<file path="src/rtl/avalon_rd_arbiter.sv">
// ---------------------------------------------------------------------------
// avalon_rd_arbiter
//   Two-master, one-slave Avalon-MM read arbiter. Round-robin grant, held
//   stable while the slave asserts waitrequest. An in-order tag FIFO records
//   which master issued each accepted read so readdatavalid beats are
//   returned only to their issuer.
//
// Ports
//   clk, rst            : clock, asynchronous active-high reset
//   m0_* / m1_*         : master read ports (address, read, waitrequest,
//                         readdata, readdatavalid)
//   s_*                 : slave port (address, read, waitrequest, readdata,
//                         readdatavalid)
//   pending             : number of accepted-but-unreturned reads
//   rsp_err             : sticky flag, a response arrived with nothing pending
// ---------------------------------------------------------------------------
module avalon_rd_arbiter #(
    parameter int ADDR_WIDTH  = 32,
    parameter int DATA_WIDTH  = 64,
    parameter int MAX_PENDING = 4
) (
    input  logic                              clk,
    input  logic                              rst,
    input  logic [ADDR_WIDTH-1:0]             m0_address,
    input  logic                              m0_read,
    output logic                              m0_waitrequest,
    output logic [DATA_WIDTH-1:0]             m0_readdata,
    output logic                              m0_readdatavalid,
    input  logic [ADDR_WIDTH-1:0]             m1_address,
    input  logic                              m1_read,
    output logic                              m1_waitrequest,
    output logic [DATA_WIDTH-1:0]             m1_readdata,
    output logic                              m1_readdatavalid,
    output logic [ADDR_WIDTH-1:0]             s_address,
    output logic                              s_read,
    input  logic                              s_waitrequest,
    input  logic [DATA_WIDTH-1:0]             s_readdata,
    input  logic                              s_readdatavalid,
    output logic [$clog2(MAX_PENDING):0]      pending,
    output logic                              rsp_err
);

    localparam int PW = $clog2(MAX_PENDING);
    localparam int CW = PW + 1;

    // State
    logic                   last_grant_q, last_grant_d;
    logic                   locked_q,     locked_d;
    logic                   lock_id_q,    lock_id_d;
    logic [MAX_PENDING-1:0] tag_q,        tag_d;
    logic [PW-1:0]          wr_ptr_q,     wr_ptr_d;
    logic [PW-1:0]          rd_ptr_q,     rd_ptr_d;
    logic [CW-1:0]          count_q,      count_d;
    logic                   rsp_err_q,    rsp_err_d;

    // Combinational helpers
    logic grant_valid;
    logic grant_id;
    logic grant_read;
    logic full;
    logic accept;
    logic stall;
    logic head_id;
    logic rsp_pop;

    // Arbitration: a held lock wins; otherwise single requester wins and a
    // tie goes to the master that was not granted last.
    always_comb begin
        grant_valid = 1'b0;
        grant_id    = 1'b0;
        if (locked_q) begin
            grant_valid = 1'b1;
            grant_id    = lock_id_q;
        end else begin
            unique case ({m1_read, m0_read})
                2'b01:   begin grant_valid = 1'b1; grant_id = 1'b0;          end
                2'b10:   begin grant_valid = 1'b1; grant_id = 1'b1;          end
                2'b11:   begin grant_valid = 1'b1; grant_id = !last_grant_q; end
                default: begin grant_valid = 1'b0; grant_id = 1'b0;          end
            endcase
        end
    end

    assign grant_read = grant_id ? m1_read : m0_read;
    assign full       = (count_q == CW'(MAX_PENDING));

    // Outputs are forced quiet while reset is held so nothing leaks out
    // before the state registers are known-clean.
    assign s_read    = !rst && grant_valid && grant_read && !full;
    assign s_address = (grant_valid && grant_id) ? m1_address : m0_address;

    assign m0_waitrequest = rst || !(grant_valid && !grant_id) || s_waitrequest || full;
    assign m1_waitrequest = rst || !(grant_valid &&  grant_id) || s_waitrequest || full;

    assign accept = s_read && !s_waitrequest;
    assign stall  = s_read &&  s_waitrequest;

    // Response routing: the FIFO head names the master owning this beat.
    assign head_id = tag_q[rd_ptr_q];
    assign rsp_pop = !rst && s_readdatavalid && (count_q != '0);

    assign m0_readdatavalid = rsp_pop && !head_id;
    assign m1_readdatavalid = rsp_pop &&  head_id;
    assign m0_readdata      = s_readdata;
    assign m1_readdata      = s_readdata;

    assign pending = count_q;
    assign rsp_err = rsp_err_q;

    // Next-state logic
    always_comb begin
        last_grant_d = last_grant_q;
        locked_d     = locked_q;
        lock_id_d    = lock_id_q;
        tag_d        = tag_q;
        wr_ptr_d     = wr_ptr_q;
        rd_ptr_d     = rd_ptr_q;
        count_d      = count_q;
        rsp_err_d    = rsp_err_q;

        if (accept) begin
            tag_d[wr_ptr_q] = grant_id;
            wr_ptr_d        = wr_ptr_q + PW'(1);
            last_grant_d    = grant_id;
            locked_d        = 1'b0;
        end else if (stall) begin
            // Freeze the grant so the presented command cannot change
            // until the slave takes it.
            locked_d  = 1'b1;
            lock_id_d = grant_id;
        end

        if (rsp_pop) begin
            rd_ptr_d = rd_ptr_q + PW'(1);
        end

        if (s_readdatavalid && (count_q == '0)) begin
            rsp_err_d = 1'b1;
        end

        unique case ({accept, rsp_pop})
            2'b10:   count_d = count_q + CW'(1);
            2'b01:   count_d = count_q - CW'(1);
            default: count_d = count_q;
        endcase
    end

    always_ff @(posedge clk or posedge rst) begin
        if (rst) begin
            last_grant_q <= 1'b1;
            locked_q     <= 1'b0;
            lock_id_q    <= 1'b0;
            tag_q        <= '0;
            wr_ptr_q     <= '0;
            rd_ptr_q     <= '0;
            count_q      <= '0;
            rsp_err_q    <= 1'b0;
        end else begin
            last_grant_q <= last_grant_d;
            locked_q     <= locked_d;
            lock_id_q    <= lock_id_d;
            tag_q        <= tag_d;
            wr_ptr_q     <= wr_ptr_d;
            rd_ptr_q     <= rd_ptr_d;
            count_q      <= count_d;
            rsp_err_q    <= rsp_err_d;
        end
    end

endmodule

</file>
<file path="config.mk">
export PLATFORM = sky130hd
export DESIGN_NAME = avalon_rd_arbiter
export DESIGN_NICKNAME = d
export VERILOG_FILES = /design/src/rtl/avalon_rd_arbiter.sv
export SDC_FILE = /design/constraint.sdc
export NUM_CORES = 1
export LEC_CHECK = 0
export CAP_MARGIN = 20
export CORE_AREA = 2 2 117 119
export DETAILED_ROUTE_END_ITERATION = 12
export DIE_AREA = 0 0 119 121
export GPL_TIMING_DRIVEN = 0
export RECOVER_POWER = 50
export SYNTH_ARGS = -nofsm -noshare
export SYNTH_HDL_FRONTEND = slang
export SYNTH_SLANG_ARGS = --single-unit
export TNS_END_PERCENT = 50
</file>
<file path="constraint.sdc">
create_clock -name clk -period 4.9 [get_ports clk]
set_input_delay 0.98 -clock clk [delete_from_list [all_inputs] [get_ports clk]]
set_output_delay 0.98 -clock clk [all_outputs]
set_load 0.05 [all_outputs]
</file>
==> results <==
## logic make-up after synthesis
logic type / count (synthesis) / synth area share, %
multiplexers: 38 / 20.2
flip-flops: 15 / 17.3
AND/OR/NAND/NOR: 15 / 3.73
XOR/XNOR: 6 / 2.41
buffers and inverters: 140 / 46.6
AO/OA/AOI/OAI: 15 / 5.97
adder cells (fa/ha/maj): 6 / 3.79
## area by class of cell
| type | count | area [um2] |
|---|---|---|
| fillers | 1316 | 8250 |
| repair buffers | 238 | 2380 |
| plain buffers | 133 | 990 |
| multi-input cells | 80 | 762 |
| flip-flops and latches | 15 | 377 |
| well taps | 176 | 220 |
| clock buffers | 4 | 78.8 |
| inverters | 7 | 26.3 |
## Yosys cell counts, types with 2 or more instances
library cell	number
a31oi_1	4
inv_1	7
dfrtp_1	14
buf_4	130
nand2_1	5
ha_1	5
a41oi_1	4
nor3_1	2
o21ai_0	2
xnor2_1	3
mux2_2	34
nor2_1	2
mux2i_1	2
xor2_1	3
buf_2	2
nand2_2	2
## through the flow
stage / utilization [%] / cells / instance area [um2]
finish: 37.0 / 653 / 4840
detailed placement: 36.5 / 649 / 4780
global placement: 36.5 / 649 / 4780
floorplan: - / 235 / 2180
CTS: 37.1 / 653 / 4860
global route: 37.0 / 653 / 4840
## per-layer routing
layer / track usage (%) / up-vias / part of all wire (%)
met2: 22.3 / 159 / 56
met3: 3.85 / 2 / 11
met4: 0.521 / 0 / 0.15
li1: - / 1131 / -
met5: 0 / - / 0
met1: 11.4 / 1025 / 33
## worst min path at each step
stage / start / endpoint / slack (ns) / depth (start not counted)
after CTS: rsp_err / rsp_err / 0.48 / 1
final: rsp_err / rsp_err / 0.46 / 1
after detailed placement: rsp_err / rsp_err / 0.47 / 1
after global routing: rsp_err / rsp_err / 0.50 / 1
after floorplan: rd_ptr_q[1] / rd_ptr_q[1] / 0.45 / 1
after global placement: rsp_err / rsp_err / 0.44 / 1
## worst max-delay path, delay by kind of cell
family                 cells  cell delay, ns
muxes                      1            0.12
buffers and inverters      2            1.60
AOI/OAI and AO/OA          1            0.84
## flip-flops by register name, summed over array words and instances, names as in the netlist
name / cells
pending: 3
wr_ptr_q: 2
rsp_err: 1
tag_q: 4
lock_id_q: 1
locked_q: 1
rd_ptr_q: 2
last_grant_q: 1
## cells in the final DEF (no fill, tap or decap), types with 3 or more instances in the layout
cell type	synthesis	final
clkdlybuf4s50_1	0	164
buf_4	130	130
dlygate4sd3_1	0	74
mux2_2	34	34
dfrtp_1	14	14
inv_1	7	7
nand2_1	5	6
ha_1	5	5
a31oi_1	4	4
a41oi_1	4	4
xnor2_1	3	3
xor2_1	3	3
clkbuf_16	0	3
## power by group through the flow
stage	combinational, uW	sequential, uW	clock, uW
after floorplan	971	300	0
after global routing	1520	266	167
final	1440	253	157
after detailed placement	1490	258	0
after CTS	1490	258	162
after global placement	1480	252	0
==> metrics.md <==
| Metric | Value |
|---|---|
| Status | `completed` |
| Yosys warns | `0` |
| Switch share | `52.8%` |
| PwrDens | `roughly 380 mW/mm2` |
| Wire per inst | `13.3 um` |
| Worst path slowest cell | `clkdlybuf4s50_1` |
| Synth area leaders | `buf_4, mux2_2, dfrtp_1` |
| Leak | `0.00211 uW` |
| CTS Root Cell | `clkbuf_16` |
| Crit. End Element | `output pin` |
| Worst-Skew Late Latency | `roughly 0.24 ns` |
| Hpwl dp | `8.04 mm` |
| EDFF count, synth | `0` |
| Asr flop ratio synth | `100%` |
| Critical Path RT | `3.92 ns` |
| Worst EP arrival | `3.55 ns` |
| Via-to-Cell Ratio | `3.55` |
| Die height | `121 um` |
| Die ar. | `0.0144 mm2` |
| Seq/Total Area, Yosys | `17.3%` |
| Max-capacitance violation count | `0` |
| Boundary Pins | `about 300` |
| Die Wd | `119 um` |
| Total negative slack | `0 ns` |
| Psw | `978 uW` |
| Hold WC Path Type | `reg -> reg` |
| Clock network fraction of total power | `under 10%` |
| Post-route clock period utilization | `92.4%` |
| Final WL | `8.71 mm` |
| Final hold vios | `0` |
| Critical path, cell by cell | `dlygate4sd3_1 -> mux2i_1 -> a2111oi_0 -> clkdlybuf4s50_1` |
| CTS max path bufs | `2` |
| ANT nets after route | `0` |
| Internal reg-to-reg setup slack | `around 2.5 ns` |
| ANT cells | `0` |
| CTS clk-pin slew, worst paths | `0.05 ns` |
| Cts bufs inserted | `3` |
| Synth top area share | `44.8%` |
| Part of the power in registers | `a little over an eighth` |
| Final setup viols | `0` |
| Routability cong. | `0.769` |
| CTS HTree Levels | `1` |
| Initial core utilization | `16.7%` |
| Overall Power | `1850 uW` |
| RSZ-0062 raised after global routing | `false` |
| Vias | `2,317` |
| Max Clk Rate | `221 MHz` |
| Worst slew pin tran | `0.909 ns` |
| First-pass DRT Iterations | `4` |
| Final setup margin | `roughly 0.37 ns` |
| Worst r2r src | `lock_id_q` |
| Max incr delay on CP | `0.99 ns` |
| Max VDD drop | `around 150 uV` |
| Post-Synthesis Cells | `235` |
| Minimum clock period | `4.53 ns` |
| Input/output buffers | `238` |
| GRT overflow | `0` |
| Post-synthesis cell type count | `30` |
| Area leader, netlist | `buf_4` |
| Startpoint Class | `primary input` |
| First-pass GRT wire length | `12.6 mm` |
| Slew headroom | `37.8%` |
| Comb pwr share | `77.9%` |
| FF+latch count, synth | `15` |
| Worst hold slack | `0.464 ns` |
| Final slew viol count | `0` |
| Setup crit end | `s_read` |
| Crit. Startpoint | `m0_read` |
| CP Class | `in -> out` |
| Layout cell share with drive strength beyond 1 | `36.5%` |
| Worst Path Max Fanout | `4` |
| Overall Global Routing Usage | `11.1%` |
| Post-CTS Hold Buffers | `0` |
| Cell Area, Synth | `0.00218 mm2` |
| CORE AREA | `0.0131 mm2` |
| Post-CTS sizing | `0` |
| Rows | `42` |
| Final net count | `618` |
| Layout area overhead | `122%` |
| Predominant post-synthesis flop cell | `dfrtp_1` |
| DRC violations left | `0` |
| Number of global-route vias before repair | `approximately 2.3k` |
| Clock sinks | `15` |
| Internal power | `875 uW` |
| FF-to-FF End | `pending[2]` |
| Postcts setup bufs | `0` |
| Initial antenna violation count | `0` |
| Clock Skews | `about 0.0015 ns` |
| Syn avg cell area | `9.27 um2` |
| CTS tree | `done` |
| DRT iter0 DRCs | `34` |
| DP Worst Slack | `0.509 ns` |
| Reg2Reg Depth | `9` |
| Largest net degree at the start of global routing | `16` |
| Syn Nets | `375` |
(Power assumes the default switching activity.)
